==> config.mk <==
export PLATFORM = sky130hd
export DESIGN_NAME = as_result_fifo_flat
export DESIGN_NICKNAME = d
export VERILOG_FILES = /design/src/rtl/as_pkg.sv /design/src/rtl/as_result_fifo_if.sv /design/src/rtl/as_sat_unit.sv /design/src/rtl/as_result_fifo.sv /design/src/flat_wrapper.sv
export SDC_FILE = /design/constraint.sdc
export NUM_CORES = 1
export LEC_CHECK = 0
export ABC_AREA = 1
export CAP_MARGIN = 20
export CORE_MARGIN = 5
export CORE_UTILIZATION = 40
export CTS_BUF_LIST = sky130_fd_sc_hd__clkbuf_16
export DETAILED_ROUTE_END_ITERATION = 8
export GPL_TIMING_DRIVEN = 0
export HOLD_SLACK_MARGIN = 0.05
export PLACE_DENSITY_LB_ADDON = 0.25
export SLEW_MARGIN = 20
export SYNTH_ARGS = -nofsm -noshare
export SYNTH_HDL_FRONTEND = slang
export SYNTH_SLANG_ARGS = --single-unit
==> constraint.sdc <==
create_clock -name clk -period 5 [get_ports clk]
set_clock_uncertainty 0.15 [all_clocks]
set_input_delay 1.5 -clock clk [delete_from_list [all_inputs] [get_ports clk]]
set_output_delay 1.5 -clock clk [all_outputs]
set_load 0.01 [all_outputs]
==> src/rtl/as_pkg.sv <==
// Shared types and constants for the add/sub result capture path.
package as_pkg;

  localparam int AS_DW = 4;

  // Saturation targets for an AS_DW-bit two's-complement result
  localparam logic [AS_DW-1:0] AS_SAT_POS = {1'b0, {(AS_DW-1){1'b1}}};
  localparam logic [AS_DW-1:0] AS_SAT_NEG = {1'b1, {(AS_DW-1){1'b0}}};

  typedef struct packed {
    logic             sel;
    logic             ovf;
    logic [AS_DW-1:0] data;
  } as_result_t;

endpackage

==> src/rtl/as_result_fifo_if.sv <==
// Upstream/downstream handshake bundle for as_result_fifo.
// slave = FIFO view, master = producer/consumer view.
interface as_result_fifo_if
  import as_pkg::*;
#(
  parameter int DW = AS_DW
);
  logic          in_valid;
  logic          in_ready;
  logic          in_sel;
  logic [DW-1:0] in_s;
  logic          in_o;
  logic          out_valid;
  logic          out_ready;
  logic [DW-1:0] out_data;
  logic          out_ovf;
  logic          out_sel;

  modport slave (
    input  in_valid, in_sel, in_s, in_o, out_ready,
    output in_ready, out_valid, out_data, out_ovf, out_sel
  );

  modport master (
    output in_valid, in_sel, in_s, in_o, out_ready,
    input  in_ready, out_valid, out_data, out_ovf, out_sel
  );
endinterface

==> src/rtl/as_sat_unit.sv <==
// Clamps an overflowed result to the signed rail when AS_RESULT_SATURATE_EN is
// defined; otherwise a pure pass-through of the wrapped value.
module as_sat_unit
  import as_pkg::*;
#(
  parameter int DW = AS_DW
) (
  input  logic [DW-1:0] data_in,
  input  logic          ovf,
  output logic [DW-1:0] data_out
);

`ifdef AS_RESULT_SATURATE_EN
  // A wrapped negative sign means the true result overshot positive, and vice versa
  always_comb begin
    data_out = data_in;
    if (ovf) data_out = data_in[DW-1] ? AS_SAT_POS : AS_SAT_NEG;
  end
`else
  logic unused_ovf;
  assign unused_ovf = ovf;
  assign data_out   = data_in;
`endif

endmodule

==> src/rtl/as_result_fifo.sv <==
// Show-ahead result FIFO with sticky/counting overflow status.
// Optional AS_RESULT_SATURATE_EN clamps overflowed results on write.
module as_result_fifo
  import as_pkg::*;
#(
  parameter int DEPTH = 4,
  parameter int DW    = AS_DW,
  parameter int CNT_W = 4
) (
  input  logic                   clk,
  input  logic                   rst,
  as_result_fifo_if.slave        bus,
  output logic [$clog2(DEPTH):0] count,
  output logic                   full,
  output logic                   empty,
  input  logic                   ovf_clr,
  output logic                   ovf_sticky,
  output logic [CNT_W-1:0]       ovf_count
);

  localparam int AW = $clog2(DEPTH);
  localparam int CW = AW + 1;
  localparam logic [CNT_W-1:0] CNT_MAX = '1;

  as_result_t    mem [DEPTH];
  logic [AW-1:0] wr_ptr;
  logic [AW-1:0] rd_ptr;
  logic          push;
  logic          pop;
  logic [DW-1:0] wr_data;
  as_result_t    head;

  as_sat_unit #(.DW(DW)) u_sat (
    .data_in  (bus.in_s),
    .ovf      (bus.in_o),
    .data_out (wr_data)
  );

  // Status comes only from registered count, so in_ready never depends on out_ready
  assign full          = (count == CW'(DEPTH));
  assign empty         = (count == '0);
  assign bus.in_ready  = !full;
  assign bus.out_valid = !empty;
  assign push          = bus.in_valid && !full;
  assign pop           = bus.out_ready && !empty;

  // DEPTH is a power of two, so natural pointer rollover is the modulo wrap
  always_ff @(posedge clk or posedge rst) begin
    if (rst) begin
      wr_ptr <= '0;
      rd_ptr <= '0;
      count  <= '0;
    end else begin
      if (push) wr_ptr <= wr_ptr + 1'b1;
      if (pop)  rd_ptr <= rd_ptr + 1'b1;
      case ({push, pop})
        2'b10:   count <= count + 1'b1;
        2'b01:   count <= count - 1'b1;
        default: count <= count;
      endcase
    end
  end

  always_ff @(posedge clk) begin
    if (push) mem[wr_ptr] <= '{sel: bus.in_sel, ovf: bus.in_o, data: wr_data};
  end

  // Storage is not reset, so mask the head while nothing valid is held
  assign head         = empty ? '0 : mem[rd_ptr];
  assign bus.out_data = head.data;
  assign bus.out_ovf  = head.ovf;
  assign bus.out_sel  = head.sel;

  // An overflowed push in the clear cycle counts as the first event after the clear
  always_ff @(posedge clk or posedge rst) begin
    if (rst) begin
      ovf_sticky <= 1'b0;
      ovf_count  <= '0;
    end else if (push && bus.in_o) begin
      ovf_sticky <= 1'b1;
      if (ovf_clr)                    ovf_count <= CNT_W'(1);
      else if (ovf_count != CNT_MAX)  ovf_count <= ovf_count + 1'b1;
    end else if (ovf_clr) begin
      ovf_sticky <= 1'b0;
      ovf_count  <= '0;
    end
  end

endmodule

==> src/flat_wrapper.sv <==
// flat-port wrapper written by rule: the top's interface ports become plain ports
module as_result_fifo_flat import as_pkg::*;
#(
  parameter int DEPTH = 4,
  parameter int DW    = AS_DW,
  parameter int CNT_W = 4
)
  (clk, rst, count, full, empty, ovf_clr, ovf_sticky, ovf_count, bus_in_valid, bus_in_sel, bus_in_s, bus_in_o, bus_out_ready, bus_in_ready, bus_out_valid, bus_out_data, bus_out_ovf, bus_out_sel);
  as_result_fifo_if #(.DW(DW)) bus_i ();
  input  logic clk;
  input  logic rst;
  output logic [$clog2(DEPTH):0] count;
  output logic full;
  output logic empty;
  input  logic ovf_clr;
  output logic ovf_sticky;
  output logic [CNT_W-1:0] ovf_count;
  input wire logic [$bits(bus_i.in_valid)-1:0] bus_in_valid;
  input wire logic [$bits(bus_i.in_sel)-1:0] bus_in_sel;
  input wire logic [$bits(bus_i.in_s)-1:0] bus_in_s;
  input wire logic [$bits(bus_i.in_o)-1:0] bus_in_o;
  input wire logic [$bits(bus_i.out_ready)-1:0] bus_out_ready;
  output wire logic [$bits(bus_i.in_ready)-1:0] bus_in_ready;
  output wire logic [$bits(bus_i.out_valid)-1:0] bus_out_valid;
  output wire logic [$bits(bus_i.out_data)-1:0] bus_out_data;
  output wire logic [$bits(bus_i.out_ovf)-1:0] bus_out_ovf;
  output wire logic [$bits(bus_i.out_sel)-1:0] bus_out_sel;
  assign bus_i.in_valid = bus_in_valid;
  assign bus_i.in_sel = bus_in_sel;
  assign bus_i.in_s = bus_in_s;
  assign bus_i.in_o = bus_in_o;
  assign bus_i.out_ready = bus_out_ready;
  assign bus_in_ready = bus_i.in_ready;
  assign bus_out_valid = bus_i.out_valid;
  assign bus_out_data = bus_i.out_data;
  assign bus_out_ovf = bus_i.out_ovf;
  assign bus_out_sel = bus_i.out_sel;
  as_result_fifo #(.DEPTH(DEPTH), .DW(DW), .CNT_W(CNT_W)) u_core (.clk(clk), .rst(rst), .bus(bus_i), .count(count), .full(full), .empty(empty), .ovf_clr(ovf_clr), .ovf_sticky(ovf_sticky), .ovf_count(ovf_count));
endmodule
# ---- Word level (Yosys, flattened, before mapping)
# Memories as Yosys holds them, arrays and structs flattened.
# Cells that the tools add are included.
dict set report op_classes {
  n_reduce_logical 10
  n_addsub 5
  mux 10
  eq_ne 4
}
# cell n
set op_table {}
lappend op_table {{$mux 4} 4}
lappend op_table {{$mux 6} 1}
lappend op_table {{$pmux 3 s2} 1}
lappend op_table {{$reduce_bool 2->1} 3}
lappend op_table {{$add 2x1->2 const B} 2}
lappend op_table {{$add 4x1->4 const B} 1}
lappend op_table {{$mux 1} 4}
lappend op_table {{$ne 4x4->1 const B} 1}
lappend op_table {{$add 3x1->3 const B} 1}
lappend op_table {{$eq 3x3->1 const B} 1}
lappend op_table {{$logic_and 1x1->1} 3}
lappend op_table {{$logic_not 3->1} 1}
lappend op_table {{$sub 3x1->3 const B} 1}
lappend op_table {{$eq 2x1->1 const B} 1}
lappend op_table {{$eq 2x2->1 const B} 1}
lappend op_table {{$logic_not 1->1} 2}
lappend op_table {{$reduce_and 2->1} 1}
dict set report totals {
  word_cells 35
  regBits 12
  ramBits 24
  memories 1
}
# name depth width read_ports rd_clocked_by_memory_dff wr line_no
set memory_table {}
lappend memory_table {u_core.mem 4 6 1 0 1 as_result_fifo.sv:25} ;# as_result_t mem [DEPTH];

# ---- Logic depth before layout (Yosys ltp)
dict set report logic_depth {
  ltp_word 6
  ltp_mapped 10
}

# ---- By module
# Synthesis repeated with hierarchy kept, for this count alone.
dict set report hier_totals {
  hier_cells 160
  area_unflattened_um2 1732.9
}
# module seq_area_each_um2 instances area_per_inst_um2 cells_each
set by_module_without_submodules {}
lappend by_module_without_submodules {as_result_fifo 1021.0 1 1702.9 156}
lappend by_module_without_submodules {as_sat_unit 0.0 1 30.0 4}

# ---- Least setup slack after synthesis
# Ideal clock, no wire load.
dict set report synth_path {
  kind {input to register}
  startpoint {input port bus_out_ready}
  endpoint {register u_core.count[2]}
  setup_time_ns 0.131
  path_stages 8
  path_slack_ns 2.190
  required_time_ns 4.719
  arrival_time_ns 2.530
  path_buffers 0
  cell_sequence {nand2_2 inv_1 ha_1 inv_1 fa_1 a21oi_1 o21ai_0 xor2_1}
}
dict set report synth_via {
  elab_chain_cells 3
  word_cells_on_any_way 5
  cone_classes {eq/ne: 2; mux: 1; reduce/logical: 2}
}
# item line_no
set synth_lines {}
lappend synth_lines {{from (decl)} flat_wrapper.sv:22} ;# input wire logic [$bits(bus_i.out_ready)-1:0] bus_out_ready;
lappend synth_lines {{$logic_and 1x1->1 (*)} as_result_fifo.sv:45} ;# assign pop = bus.out_ready && !empty;
lappend synth_lines {{via u_core.pop} as_result_fifo.sv:29} ;# logic pop;
lappend synth_lines {{$eq 2x1->1 / $eq 2x2->1 (equally long branches)} as_result_fifo.sv:56} ;# case ({push, pop})
lappend synth_lines {{$pmux 3 s2 / $reduce_bool 2->1 (equally long branches)} -}
lappend synth_lines {{to (signal assigned)} as_result_fifo.sv:57} ;# 2'b10: count <= count + 1'b1;
lappend synth_lines {{to (signal assigned)} as_result_fifo.sv:58} ;# 2'b01: count <= count - 1'b1;
lappend synth_lines {{to (signal assigned)} as_result_fifo.sv:59} ;# default: count <= count;
lappend synth_lines {{to (decl)} as_result_fifo.sv:13} ;# output logic [$clog2(DEPTH):0] count,
# The timed path passes the listed nets; every way through them passes the cells marked *.
# A chain may end at the register's enable or synchronous reset.

# ---- Worst setup path after layout
dict set report layout_path {
  startpoint {register u_core.rd_ptr[1]}
  endpoint {output port bus_out_ovf}
}
dict set report layout_via {
  elab_chain_cells 2
}
# item line_no
set layout_lines {}
lappend layout_lines {{from (decl)} as_result_fifo.sv:27} ;# logic [AW-1:0] rd_ptr;
lappend layout_lines {{from (signal assigned)} as_result_fifo.sv:55} ;# if (pop) rd_ptr <= rd_ptr + 1'b1;
lappend layout_lines {{$mem_v2 4x6} -}
lappend layout_lines {{$mux 6} as_result_fifo.sv:69} ;# assign head = empty ? '0 : mem[rd_ptr];
lappend layout_lines {{to (decl)} flat_wrapper.sv:26} ;# output wire logic [$bits(bus_i.out_ovf)-1:0] bus_out_ovf;
# Every way passes these cells.

==> run metrics <==
Syn Inst Count=about 160; number of remaining DRC errors=0; commonest non-fill, non-tap cell in the layout=nor2_1; Final Max Slew Viols=0; start point of the critical path=u_core.rd_ptr[1]; DIE WIDTH=approximately 75 um; CTS clock-pin slew for the worst setup and hold paths=~0.050 ns; initial core utilization=41.7%; utilization after layout=a little over half; diode count=0; Max IR drop VDD=0.238 mV; GR Overflow Total=0; area of the multi-input gates=564 sq um; Setup crit end kind=output pin; crit path to=bus_out_ovf; clk_lat worst skew=approximately 0.28 ns; total iterations of the first detailed-routing run=4; total power=between 1000 and 1500 uW; Reg area=0.00102 sq mm; TNS Setup=0 ns; DR WL/cell=about 13 um; RR Endpoint=u_core.count[2]; Synth Cell Area=0.00169 sq mm; CTS root buf=clkbuf_16; PwrDens=583 mW/mm^2; largest net degree at the start of global routing=13; Setup Viol. Count Final=0; syn avg cell area=10.6 sq um; Detail Placement HPWL=between 2000 and 2500 um; Resized Gates After CTS=0; Die Area=between 0.005 and 0.006 sq mm; Startpoint Class=flip-flop; Placer Congestion=roughly 0.82; post-synth cell types=21; core area=0.00406 sq mm; DR vias/cell=around 4.7; first-pass GRT wire length=5040 um; unrepaired setup endpoints after global routing=no; chip height=between 70 and 80 um; Crit Path Class=reg -> out; Worst Tran Pin Value=around 0.60 ns; critical path fanouts, max=8; number of antenna violations at the first check in global routing=0; Max-Cap Viols=0; flop and latch count out of synthesis=36; YS warnings=0; reg2reg start=u_core.count[1]; drt total wl=roughly 3200 um; status=complete, no violations; Final Cycle Share=between 70% and 80%; vias after detailed routing=approximately 1200; number of top-level pins=29; GR Util All Layers=approximately 13%; Worst EP arrival=1.89 ns; max_slew headroom=60.1%; Port Buffers=28; crit path time final=between 3 and 4 ns; maximum clock path buffer count=2; achievable frequency=about 0.28 GHz; CTS buffer count=5; reg2reg setup slack=just under 3 ns; Fin. Hold Viols=0; Final Net Count=approximately 210; sequential element share of the synthesized area=roughly three fifths; layout cells sized above 1=8.72%; commonest cells after routing, fill and taps aside=nor2_1 (36), clkdlybuf4s50_1 (28), edfxtp_1 (24), inv_1 (22); synthesis-to-finish area growth=28.6%; Synth Net Count=177; post-route ant nets=0; Post-CTS Hold Buffers=0; required time worst endpoint=around 3.4 ns; CTS tree=built; Fillers=about 350; Starting DRT DRC Count=101; cell row count=23; htree depth=2; setup bufs post-CTS=0; cells on worst reg2reg path=9; Lkg Pwr=0.000924 uW; vias in the first global route=1094; clock sinks=36; Hold Crit Class=reg -> reg
worst min path at each step:
stage / startpoint / to / cells past startpoint
2_1_floorplan: u_core.ovf_sticky / u_core.ovf_sticky / 2
3_3_place_gp: u_core.ovf_sticky / u_core.ovf_sticky / 2
3_5_place_dp: u_core.ovf_sticky / u_core.ovf_sticky / 2
4_1_cts: u_core.ovf_sticky / u_core.ovf_sticky / 2
5_1_grt: u_core.ovf_sticky / u_core.ovf_sticky / 2
6_report: u_core.ovf_sticky / u_core.ovf_sticky / 2
state kept, by name (all words and copies together), names as in the netlist:
name,count
u_core.count,3
u_core.ovf_sticky,1
u_core.rd_ptr,2
u_core.mem,24
u_core.wr_ptr,2
u_core.ovf_count,4
critical path, cell delays in order, from the launching register on:
cell and delay [ns]:
dfrtp_1 0.31, buf_2 0.20, inv_1 0.16, nor2_1 0.13, o21ai_0 0.08, a21oi_1 0.17, clkdlybuf4s50_1 0.56
synthesized netlist by cell type:
library cell,n,area (sq um)
nor2_4,1,11.3
a21oi_1,8,40.0
o21ai_0,14,70.1
nand3_1,6,30.0
edfxtp_1,24,721
xor2_1,4,35.0
ha_1,6,75.1
nand2_2,2,12.5
xnor2_1,1,8.76
nand4_1,1,6.26
nor2_1,36,135
dfrtp_1,12,300
nand2_1,14,52.6
nand4_4,1,21.3
nand2_4,2,22.5
buf_2,1,5.00
fa_1,1,20.0
nor2_2,1,6.26
inv_1,21,78.8
buf_6,2,22.5
nand3_4,1,17.5
power breakdown:
group | switching [uW] | internal, uW | leakage [uW]
Sequential | 44.7 | 398 | 0.000368
Combinational | 287 | 251 | 0.000488
Clock | 107 | 180 | 0.0000687
logic make-up after synthesis:
logic type	synth area share [%]
XOR/XNOR	2.59
adder cells (fa/ha/maj)	5.62
flip-flops	60.4
buffers and inverters	6.29
AO/OA/AOI/OAI	6.51
AND/OR/NAND/NOR	18.6
stage by stage:
stage | hold slack, ns | std cells | area (sq um) | setup WS [ns]
2_1_floorplan | 0.366 | 159 | 1690 | 2.19
3_3_place_gp | 0.321 | 237 | 2030 | 1.50
3_5_place_dp | 0.331 | 237 | 2030 | 1.45
4_1_cts | 0.348 | 245 | 2170 | 1.46
5_1_grt | 0.363 | 245 | 2170 | 1.32
6_report | 0.338 | 245 | 2170 | 1.46
cell type report:
type	count	area share (%)
plain buffers	3	1.27
clock buffers	5	5.75
clock inverters	3	0.690
inverters	21	3.62
multi-input cells	99	25.9
flip-flops and latches	36	47.0
well taps	50	2.88
repair buffers	28	12.9
layer usage:
| metal | routed length (um) | track usage (%) | up-vias |
|---|---|---|---|
| met5 | 0 | 0 | - |
| met4 | 64 | 6.92 | 0 |
| met3 | 162 | 4.41 | 9 |
| met2 | 1600 | 20.0 | 30 |
| met1 | 1370 | 15.1 | 537 |
| li1 | - | - | 587 |
Power figures use the tool's default switching activity.
